**config.mk**
```make
export PLATFORM = sky130hd
export DESIGN_NAME = ssd_bcd_counter
export DESIGN_NICKNAME = d
export VERILOG_FILES = /design/src/rtl/ssd_bcd_counter.sv
export SDC_FILE = /design/constraint.sdc
export NUM_CORES = 1
export LEC_CHECK = 0
export BUFFER_PORTS_ARGS = -buffer_cell sky130_fd_sc_hd__buf_2
export CAP_MARGIN = 10
export CORE_ASPECT_RATIO = 1.75
export CORE_MARGIN = 2
export CORE_UTILIZATION = 61
export CTS_BUF_LIST = sky130_fd_sc_hd__clkbuf_8
export DETAILED_ROUTE_END_ITERATION = 6
export GPL_TIMING_DRIVEN = 1
export PLACE_DENSITY = 0.91
export SYNTH_ARGS = -nofsm -noshare
export SYNTH_HDL_FRONTEND = slang
export SYNTH_SLANG_ARGS = --single-unit
```
**constraint.sdc**
```tcl
create_clock -name clk_in -period 2.6 [get_ports clk_in]
set_input_delay 0.13 -clock clk_in [delete_from_list [all_inputs] [get_ports clk_in]]
set_output_delay 0.13 -clock clk_in [all_outputs]
set_load 0.05 [all_outputs]
```
**src/rtl/ssd_bcd_counter.sv**
```systemverilog
// ---------------------------------------------------------------------------
// ssd_bcd_counter
//
// Four-digit BCD up/down counter, advanced by rising edges of a slow divided
// clock (tick_in), and shown on a multiplexed four-digit common-anode
// seven-segment display. tick_in is treated as data. It is synchronised and
// edge-detected, so the whole block runs on clk_in.
//
// Parameters
//   REFRESH_DIV : digit dwell is REFRESH_DIV+1 clk_in cycles
//   BLANK_LZ    : 1 = blank leading zero digits (digit 0 is never blanked)
//
// Ports
//   clk_in    : system clock
//   rst       : asynchronous reset, active low
//   tick_in   : divided clock; each rising edge is one count step
//   en        : count enable (steps arriving while low are dropped)
//   up        : 1 = increment, 0 = decrement
//   clr       : synchronous clear to 0000 (beats a simultaneous step)
//   count_bcd : registered count {d3,d2,d1,d0}
//   wrap      : one-cycle pulse on 9999->0000 (up) or 0000->9999 (down)
//   an        : digit anodes, active low
//   seg       : segments {g,f,e,d,c,b,a}, active low
// ---------------------------------------------------------------------------
module ssd_bcd_counter #(
  parameter logic [15:0] REFRESH_DIV = 16'd24999,
  parameter bit          BLANK_LZ    = 1'b1
) (
  input  logic        clk_in,
  input  logic        rst,
  input  logic        tick_in,
  input  logic        en,
  input  logic        up,
  input  logic        clr,
  output logic [15:0] count_bcd,
  output logic        wrap,
  output logic [3:0]  an,
  output logic [6:0]  seg
);

  // tick_in synchroniser: sync_q[0]=s1, sync_q[1]=s2, sync_q[2]=s3 (delay)
  logic [2:0]  sync_q, sync_d;
  // warm_q[2] is set once s3 holds a real sample of tick_in. A tick_in
  // already high at reset release must not look like a rising edge.
  logic [2:0]  warm_q, warm_d;
  logic        step;

  logic [15:0] count_q, count_d;
  logic        wrap_q, wrap_d;
  logic [15:0] inc_val, dec_val;
  logic        inc_carry, dec_borrow;

  logic [15:0] refresh_q, refresh_d;
  logic [1:0]  sel_q, sel_d;

  logic [3:0]  an_q, an_d;
  logic [6:0]  seg_q, seg_d;
  logic [3:0]  digit;
  logic        lz1, lz2, lz3;
  logic        blank;

  // -------------------------------------------------------------------------
  // Edge detect
  // -------------------------------------------------------------------------
  always_comb begin
    sync_d = {sync_q[1:0], tick_in};
    warm_d = {warm_q[1:0], 1'b1};
    step   = sync_q[1] & ~sync_q[2] & warm_q[2];
  end

  // -------------------------------------------------------------------------
  // BCD increment / decrement, ripple carry/borrow digit by digit.
  // A carry (borrow) that leaves digit 3 is the wrap condition.
  // -------------------------------------------------------------------------
  always_comb begin
    // NOTE: every combinational output gets a default first, so no path leaves it unassigned and no latch is inferred.
    inc_val    = count_q;
    dec_val    = count_q;
    inc_carry  = 1'b1;
    dec_borrow = 1'b1;
    for (int i = 0; i < 4; i++) begin
      if (inc_carry) begin
        if (count_q[4*i +: 4] >= 4'd9) begin
          inc_val[4*i +: 4] = 4'd0;
        end else begin
          inc_val[4*i +: 4] = count_q[4*i +: 4] + 4'd1;
          inc_carry         = 1'b0;
        end
      end
      if (dec_borrow) begin
        if (count_q[4*i +: 4] == 4'd0) begin
          dec_val[4*i +: 4] = 4'd9;
        end else begin
          // Out-of-range digits are unreachable. They are clamped back into 0-9 anyway.
          dec_val[4*i +: 4] = (count_q[4*i +: 4] > 4'd9) ? 4'd9
                                                         : count_q[4*i +: 4] - 4'd1;
          dec_borrow        = 1'b0;
        end
      end
    end
  end

  always_comb begin
    count_d = count_q;
    wrap_d  = 1'b0;
    if (clr) begin
      count_d = 16'h0000;
    end else if (step && en) begin
      if (up) begin
        count_d = inc_val;
        wrap_d  = inc_carry;
      end else begin
        count_d = dec_val;
        wrap_d  = dec_borrow;
      end
    end
  end

  // -------------------------------------------------------------------------
  // Refresh counter and digit select (free-running)
  // -------------------------------------------------------------------------
  always_comb begin
    refresh_d = refresh_q + 16'd1;
    sel_d     = sel_q;
    if (refresh_q >= REFRESH_DIV) begin
      refresh_d = 16'd0;
      sel_d     = sel_q + 2'd1;
    end
  end

  // -------------------------------------------------------------------------
  // Display decode: selected digit, leading-zero blanking, segment table
  // -------------------------------------------------------------------------
  always_comb begin
    lz3   = (count_q[15:12] == 4'd0);
    lz2   = lz3 && (count_q[11:8] == 4'd0);
    lz1   = lz2 && (count_q[7:4] == 4'd0);
    digit = count_q[3:0];
    blank = 1'b0;
    case (sel_q)
      2'd1: begin digit = count_q[7:4];   blank = lz1; end
      2'd2: begin digit = count_q[11:8];  blank = lz2; end
      2'd3: begin digit = count_q[15:12]; blank = lz3; end
      default: begin digit = count_q[3:0]; blank = 1'b0; end
    endcase
    blank = blank && BLANK_LZ;

    case (digit)
      4'd0:    seg_d = 7'b1000000;
      4'd1:    seg_d = 7'b1111001;
      4'd2:    seg_d = 7'b0100100;
      4'd3:    seg_d = 7'b0110000;
      4'd4:    seg_d = 7'b0011001;
      4'd5:    seg_d = 7'b0010010;
      4'd6:    seg_d = 7'b0000010;
      4'd7:    seg_d = 7'b1111000;
      4'd8:    seg_d = 7'b0000000;
      4'd9:    seg_d = 7'b0010000;
      default: seg_d = 7'b1111111;
    endcase

    an_d = ~(4'b0001 << sel_q);
    if (blank) begin
      an_d  = 4'b1111;
      seg_d = 7'b1111111;
    end
  end

  // -------------------------------------------------------------------------
  // State registers
  // -------------------------------------------------------------------------
  // NOTE: sequential state uses non-blocking assignments only, so every flop samples pre-edge values.
  always_ff @(posedge clk_in or negedge rst) begin
    if (!rst) begin
      sync_q    <= 3'b000;
      warm_q    <= 3'b000;
      count_q   <= 16'h0000;
      wrap_q    <= 1'b0;
      refresh_q <= 16'd0;
      sel_q     <= 2'd0;
      an_q      <= 4'b1111;
      seg_q     <= 7'b1111111;
    end else begin
      sync_q    <= sync_d;
      warm_q    <= warm_d;
      count_q   <= count_d;
      wrap_q    <= wrap_d;
      refresh_q <= refresh_d;
      sel_q     <= sel_d;
      an_q      <= an_d;
      seg_q     <= seg_d;
    end
  end

  assign count_bcd = count_q;
  assign wrap      = wrap_q;
  assign an        = an_q;
  assign seg       = seg_q;

endmodule

```
**Word level (Yosys, flattened, before mapping)**

Memory sizes are Yosys's and may differ from the RTL's.
Index checks and enable logic that the tools add are counted.

- Add/sub/neg operators: 10
- Magnitude comparators: 9
- Eq/ne operators: 6
- Shifts and indexed selects: 1
- Mux-type cells: 43
- Bitwise operators: 4
- Reductions and logical operators: 14

Operator list:

| operator | number |
|---|---|
| $mux 4 | 19 |
| $mux 16 | 4 |
| $mux 1 | 17 |
| $add 16x1->16 const B | 1 |
| $add 4x1->4 const B | 4 |
| $ge 16x15->1 const B | 1 |
| $ge 4x4->1 const B | 4 |
| $gt 4x4->1 const B | 4 |
| $logic_not 4->1 | 4 |
| $sub 4x1->4 const B | 4 |
| $pmux 4 s3 | 1 |
| $ne 3x1->1 const B | 3 |
| $reduce_and 3->1 | 3 |
| $reduce_bool 3->1 | 3 |
| $mux 7 | 1 |
| $eq 2x2->1 const B | 2 |
| $not 4->4 | 1 |
| $shl 1x2->4 const A | 1 |
| $logic_and 1x1->1 | 3 |
| $pmux 1 s3 | 1 |
| $add 2x1->2 const B | 1 |
| $and 1x1->1 | 2 |
| $eq 2x1->1 const B | 1 |
| $reduce_bool 2->1 | 1 |
| $not 1->1 | 1 |

- Flip-flop bits (word level): 52
- Memory bits (read-only): 112
- Input port bits: 6
- Output and inout port bits: 28
- Memories kept: 1

Memories:

| name | depth | width | read ports | clocked after memory_dff | write ports | RTL line | text |
|---|---|---|---|---|---|---|---|
| (no name shown) | 16 | 7 | 1 | 0 | 0 | 148 | `case (digit)` |

**Logic depth before layout (Yosys ltp)**

- Depth in word-level cells: 8
- Mapped depth: 8

**Worst setup path after synthesis**

No wires, ideal clock.

- Path kind: reg2reg
- Start: register count_q[0] (netlist: count_bcd[0])
- End: register count_q[8] (netlist: count_bcd[8])
- Library setup time: 150 ps
- Data arrival time: 2340 ps
- Required time: 2450 ps
- Slack: 110 ps
- Stages on the path, launching flop included: 9
- Period minus slack after synthesis: 2490 ps
- Path through: dfrtp_1 inv_1 ha_1 or3b_4 a21oi_2 or4_4 buf_6 o21ai_2 o31ai_2

- Word-level cells in the longest chain between the ends: 5
- Elaborated cells between the ends (all ways): 9

Ends and longest elaborated chain:

| element | RTL line | text |
|---|---|---|
| start, declared | 48 | `logic [15:0] count_q, count_d;` |
| start signal, assigned | 186 | `count_q <= count_d;` |
| $ge 4x4->1 or $logic_not 4->1 (tied branches) | 83, 91 |  |
| $mux 1, on equally long branches | 83, 91 |  |
| $mux 1, on equally long branches | 82, 90 |  |
| $ne 3x1->1 (no source line) or $reduce_bool 3->1 (tied branches) | n/a |  |
| $reduce_and 3->1 (no source line) * | n/a |  |

Mark *: on every way between the ends. The rest lies on a longest branch, timed or not.
A chain may end at the register's enable or synchronous reset.

**Worst setup path after layout**

- Start: register count_q[5] (netlist: count_bcd[5])
- End: register count_q[9] (netlist: count_bcd[9])

Same word-level chain as after synthesis.

==> impl_metrics.env <==
export IMPL_status="complete, but fails checks"
export IMPL_violations="DRC"
export IMPL_clock_path_buffers=2
export IMPL_seqPwrFrac_pct=33.3
export IMPL_critPathArrivalTime_ns=2.47
export IMPL_cpPeakStageDelay_ns=0.51
export IMPL_power_density_nw_per_um2=1136
export IMPL_relSlewSlack_pct=37.83
export IMPL_path_class="reg2reg"
export IMPL_ys_types=68
export IMPL_die_area_um2=5891
export IMPL_cp_required_ns=2.79
export IMPL_critPathCaptureType="register"
export IMPL_syn_num_nets=363
export IMPL_first_pass_iters=6
export IMPL_p_int_w=0.002003
export IMPL_power_total_w=0.004005
export IMPL_tns_ns=0
export IMPL_rsz0062_at_grt="false"
export IMPL_die_h_um=100.0
export IMPL_start_util_pct=62.23
export IMPL_drv_slew=0
export IMPL_cts_made_buffers=5
export IMPL_async_flop_share_pct=100.0
export IMPL_setup_violations=0
export IMPL_synth_cells=334
export IMPL_cts_tree="yes"
export IMPL_min_period_ns=2.282
export IMPL_cts_sinks=52
export IMPL_path_max_fanout=8
export IMPL_ys_seq_area_share_pct=40.89
export IMPL_synth_yosys_warnings=0
export IMPL_rr_worst_depth=7
export IMPL_min_path_type="in2reg"
export IMPL_fin_worst_skew_ns=0.006073
export IMPL_grt_pass1_vias=2596
export IMPL_drt_iter0_drc=244
export IMPL_gp_congestion=0.9059
export IMPL_portBuffers=33
export IMPL_routed_wl_um=7205
export IMPL_maxCapViolations=0
export IMPL_fill_cells=402
export IMPL_hpwl_um=5197
export IMPL_multi_input_area_um2=1733
export IMPL_vdd_drop_max_v=0.0005659
export IMPL_p_comb_share_pct=54.7
export IMPL_antenna_left=0
export IMPL_whs_ns=0.08916
export IMPL_crit_path_end="count_bcd[9]$_DFFE_PN0P_"
export IMPL_routedWlPerCell_um=16.95
export IMPL_seqCellArea_um2=1315
export IMPL_drive_above_1_share_pct=21.35
export IMPL_ys_ff_latch=52
export IMPL_p_clk_share_pct=11.9
export IMPL_finalHoldViolations=0
export IMPL_netlist_area_um2=3216
export IMPL_grt_pass1_wl_um=11940
export IMPL_num_vias=2689
export IMPL_synthFlopType="dfrtp_1"
export IMPL_synth_area_per_cell_um2=9.627
export IMPL_p_sw_share_pct=49.99
export IMPL_clk_insertion_delay_late_ns=0.31
export IMPL_drc=3
export IMPL_crit_path_start="count_bcd[5]$_DFFE_PN0P_"
export IMPL_viasPerCell=6.327
export IMPL_worst_path_most_repeated_cell="a21oi_1"
export IMPL_rrSetupSlack_ns=0.32
export IMPL_grt_overflow=0
export IMPL_core_area_um2=5167
export IMPL_grt_usage_pct=26.07
export IMPL_grt_max_degree=44
export IMPL_antenna_found_initial=0
export IMPL_placementRows=35
export IMPL_root_buffer="clkbuf_8"
export IMPL_min_period_over_period_pct=87.77
export IMPL_nNetsFinal=398
export IMPL_r2r_start="count_bcd[5]$_DFFE_PN0P_"
export IMPL_netSwitchingPower_w=0.002003
export IMPL_cts_max_level=2
export IMPL_antennaDiodeCount=0
export IMPL_leakage_nw=1.652
export IMPL_reg2reg_to="count_bcd[9]$_DFFE_PN0P_"
export IMPL_worst_setup_path_start_kind="register"
export IMPL_worstMarginPinSlew_ns=0.9326
export IMPL_syn_to_final_growth_pct=9.689
export IMPL_synth_edf_count=0
export IMPL_critPathSlowestCell="or4_4"
export IMPL_chipWidth_um=58.89
export IMPL_clk_transition_reported_paths_ns=0.09
export IMPL_clock_fmax_mhz=438.2
export IMPL_ios=34
export IMPL_path_cells="inv_1, ha_1, nor3b_2, a21oi_1, or4_4, a221oi_2, a21oi_1"
## synth_stat cells, drive strengths merged (2+ instances only)
cell,n,area share (%)
buf,6,1.6
xor2,10,2.7
nand4,7,1.4
nor2b,3,0.58
clkbuf,6,0.70
a221oi,3,1.0
o21bai,4,0.93
a21o,3,0.74
ha,23,8.9
o22ai,2,0.39
nand2b,3,0.58
dfrtp,41,32
o21ai,21,3.5
o211ai,4,0.93
a21oi,23,3.8
nand3,10,1.6
mux2,3,1.1
and4,3,0.90
dfstp,11,9.0
a41oi,2,0.54
a32oi,2,0.54
nand2,19,2.2
and2,4,0.78
mux2i,6,2.0
a222oi,4,1.2
inv,25,2.9
and3,5,1.1
or3,3,0.58
nor3b,4,1.2
or3b,2,0.62
xnor2,5,1.4
a31oi,6,1.4
conb,2,0.23
o31ai,2,0.62
o221ai,2,0.54
nor3,7,1.2
or4,2,0.58
nor2,31,3.6
o32ai,2,0.54
## power groups by stage
stage	Clock, W	Sequential [W]	Combinational, W
final	0.000478	0.00133	0.00219
after global routing	0.000505	0.00137	0.00239
after CTS	0.000490	0.00133	0.00217
after detailed placement	0	0.00134	0.00216
after global placement	0	0.00133	0.00209
after floorplan	0	0.00178	0.00120
## sequential cells by signal (all words and copies together), names as in the netlist
signal     cells
an             4
warm_q         3
sync_q         3
sel_q          2
count_bcd     16
refresh_q     16
seg            7
wrap           1
## timing repair
action / in CTS / in global routing
hold endpoints to repair: 42 / 0
hold buffers: 2 / 0
resized for setup: 0 / 0
endpoints found under the setup margin: 0 / 0
buffers inserted: 0 / 0
## how the worst min path moves through the flow
| stage | from | end | depth (start not counted) |
|---|---|---|---|
| after global placement | tick_in | sync_q[0]$_DFF_PN0_ | 1 |
| final | clr | wrap$_DFF_PN0_ | 2 |
| after global routing | clr | wrap$_DFF_PN0_ | 2 |
| after CTS | clr | wrap$_DFF_PN0_ | 2 |
| after floorplan | rst | count_bcd[0]$_DFFE_PN0P_ | 0 |
| after detailed placement | tick_in | sync_q[0]$_DFF_PN0_ | 1 |
## critical path: cells and delay by family (launching register included)
family,cells,cell delay [ns]
AOI/OAI and AO/OA,3,0.45
DFF,1,0.49
buffers and inverters,1,0.16
and+or+nand+nor,2,0.84
adders and majority gates,1,0.23
## kinds of logic (layout without fill, tap and decap cells)
| logic type | count (synthesis) | in the layout | synth area share, % |
|---|---|---|---|
| DFF | 52 | 52 | 40.89 |
| other | 2 | 2 | 0.2336 |
| xor gates and xnor gates | 15 | 15 | 4.085 |
| AOI/OAI and AO/OA | 89 | 89 | 19.38 |
| and+or+nand+nor | 107 | 107 | 18.21 |
| buffers and inverters | 37 | 73 | 5.214 |
| muxes | 9 | 9 | 3.035 |
| adders and majority gates | 23 | 23 | 8.950 |
## cell usage in the layout (no fill, tap or decap), types with 10 or more instances in the layout
master / count
inv_1: 26
ha_1: 23
dfrtp_1: 41
dfstp_2: 11
nand2_1: 19
a21oi_1: 21
nor2_1: 31
nand3_1: 10
o21ai_0: 17
buf_2: 33
xor2_1: 10
## area by class of cell
type	instances	area share [%]
multi-input combinational	245	49.13
sequential	52	37.28
timing repair buffer	40	6.314
inverter	25	2.661
clock buffer	6	2.341
tap	55	1.951
clock inverter	2	0.3193
## metrics by stage
step / utilization, % / setup WS [ns] / area (µm²) / std cells
after floorplan: - / 0.1099 / 3216 / 334
after global placement: 66.05 / 0.3789 / 3413 / 415
after detailed placement: 66.05 / 0.3368 / 3413 / 415
after CTS: 68.26 / 0.3187 / 3527 / 425
after global routing: 68.26 / 0.1666 / 3527 / 425
final: 68.26 / 0.3179 / 3527 / 425
## routing by layer
metal / GRT usage, % / wire, µm
met5: 0 / 0
met4: 13.81 / 282
met3: 4.124 / 305
met2: 46.50 / 3933
met1: 28.51 / 2683
Power figures use the tool's default switching activity.
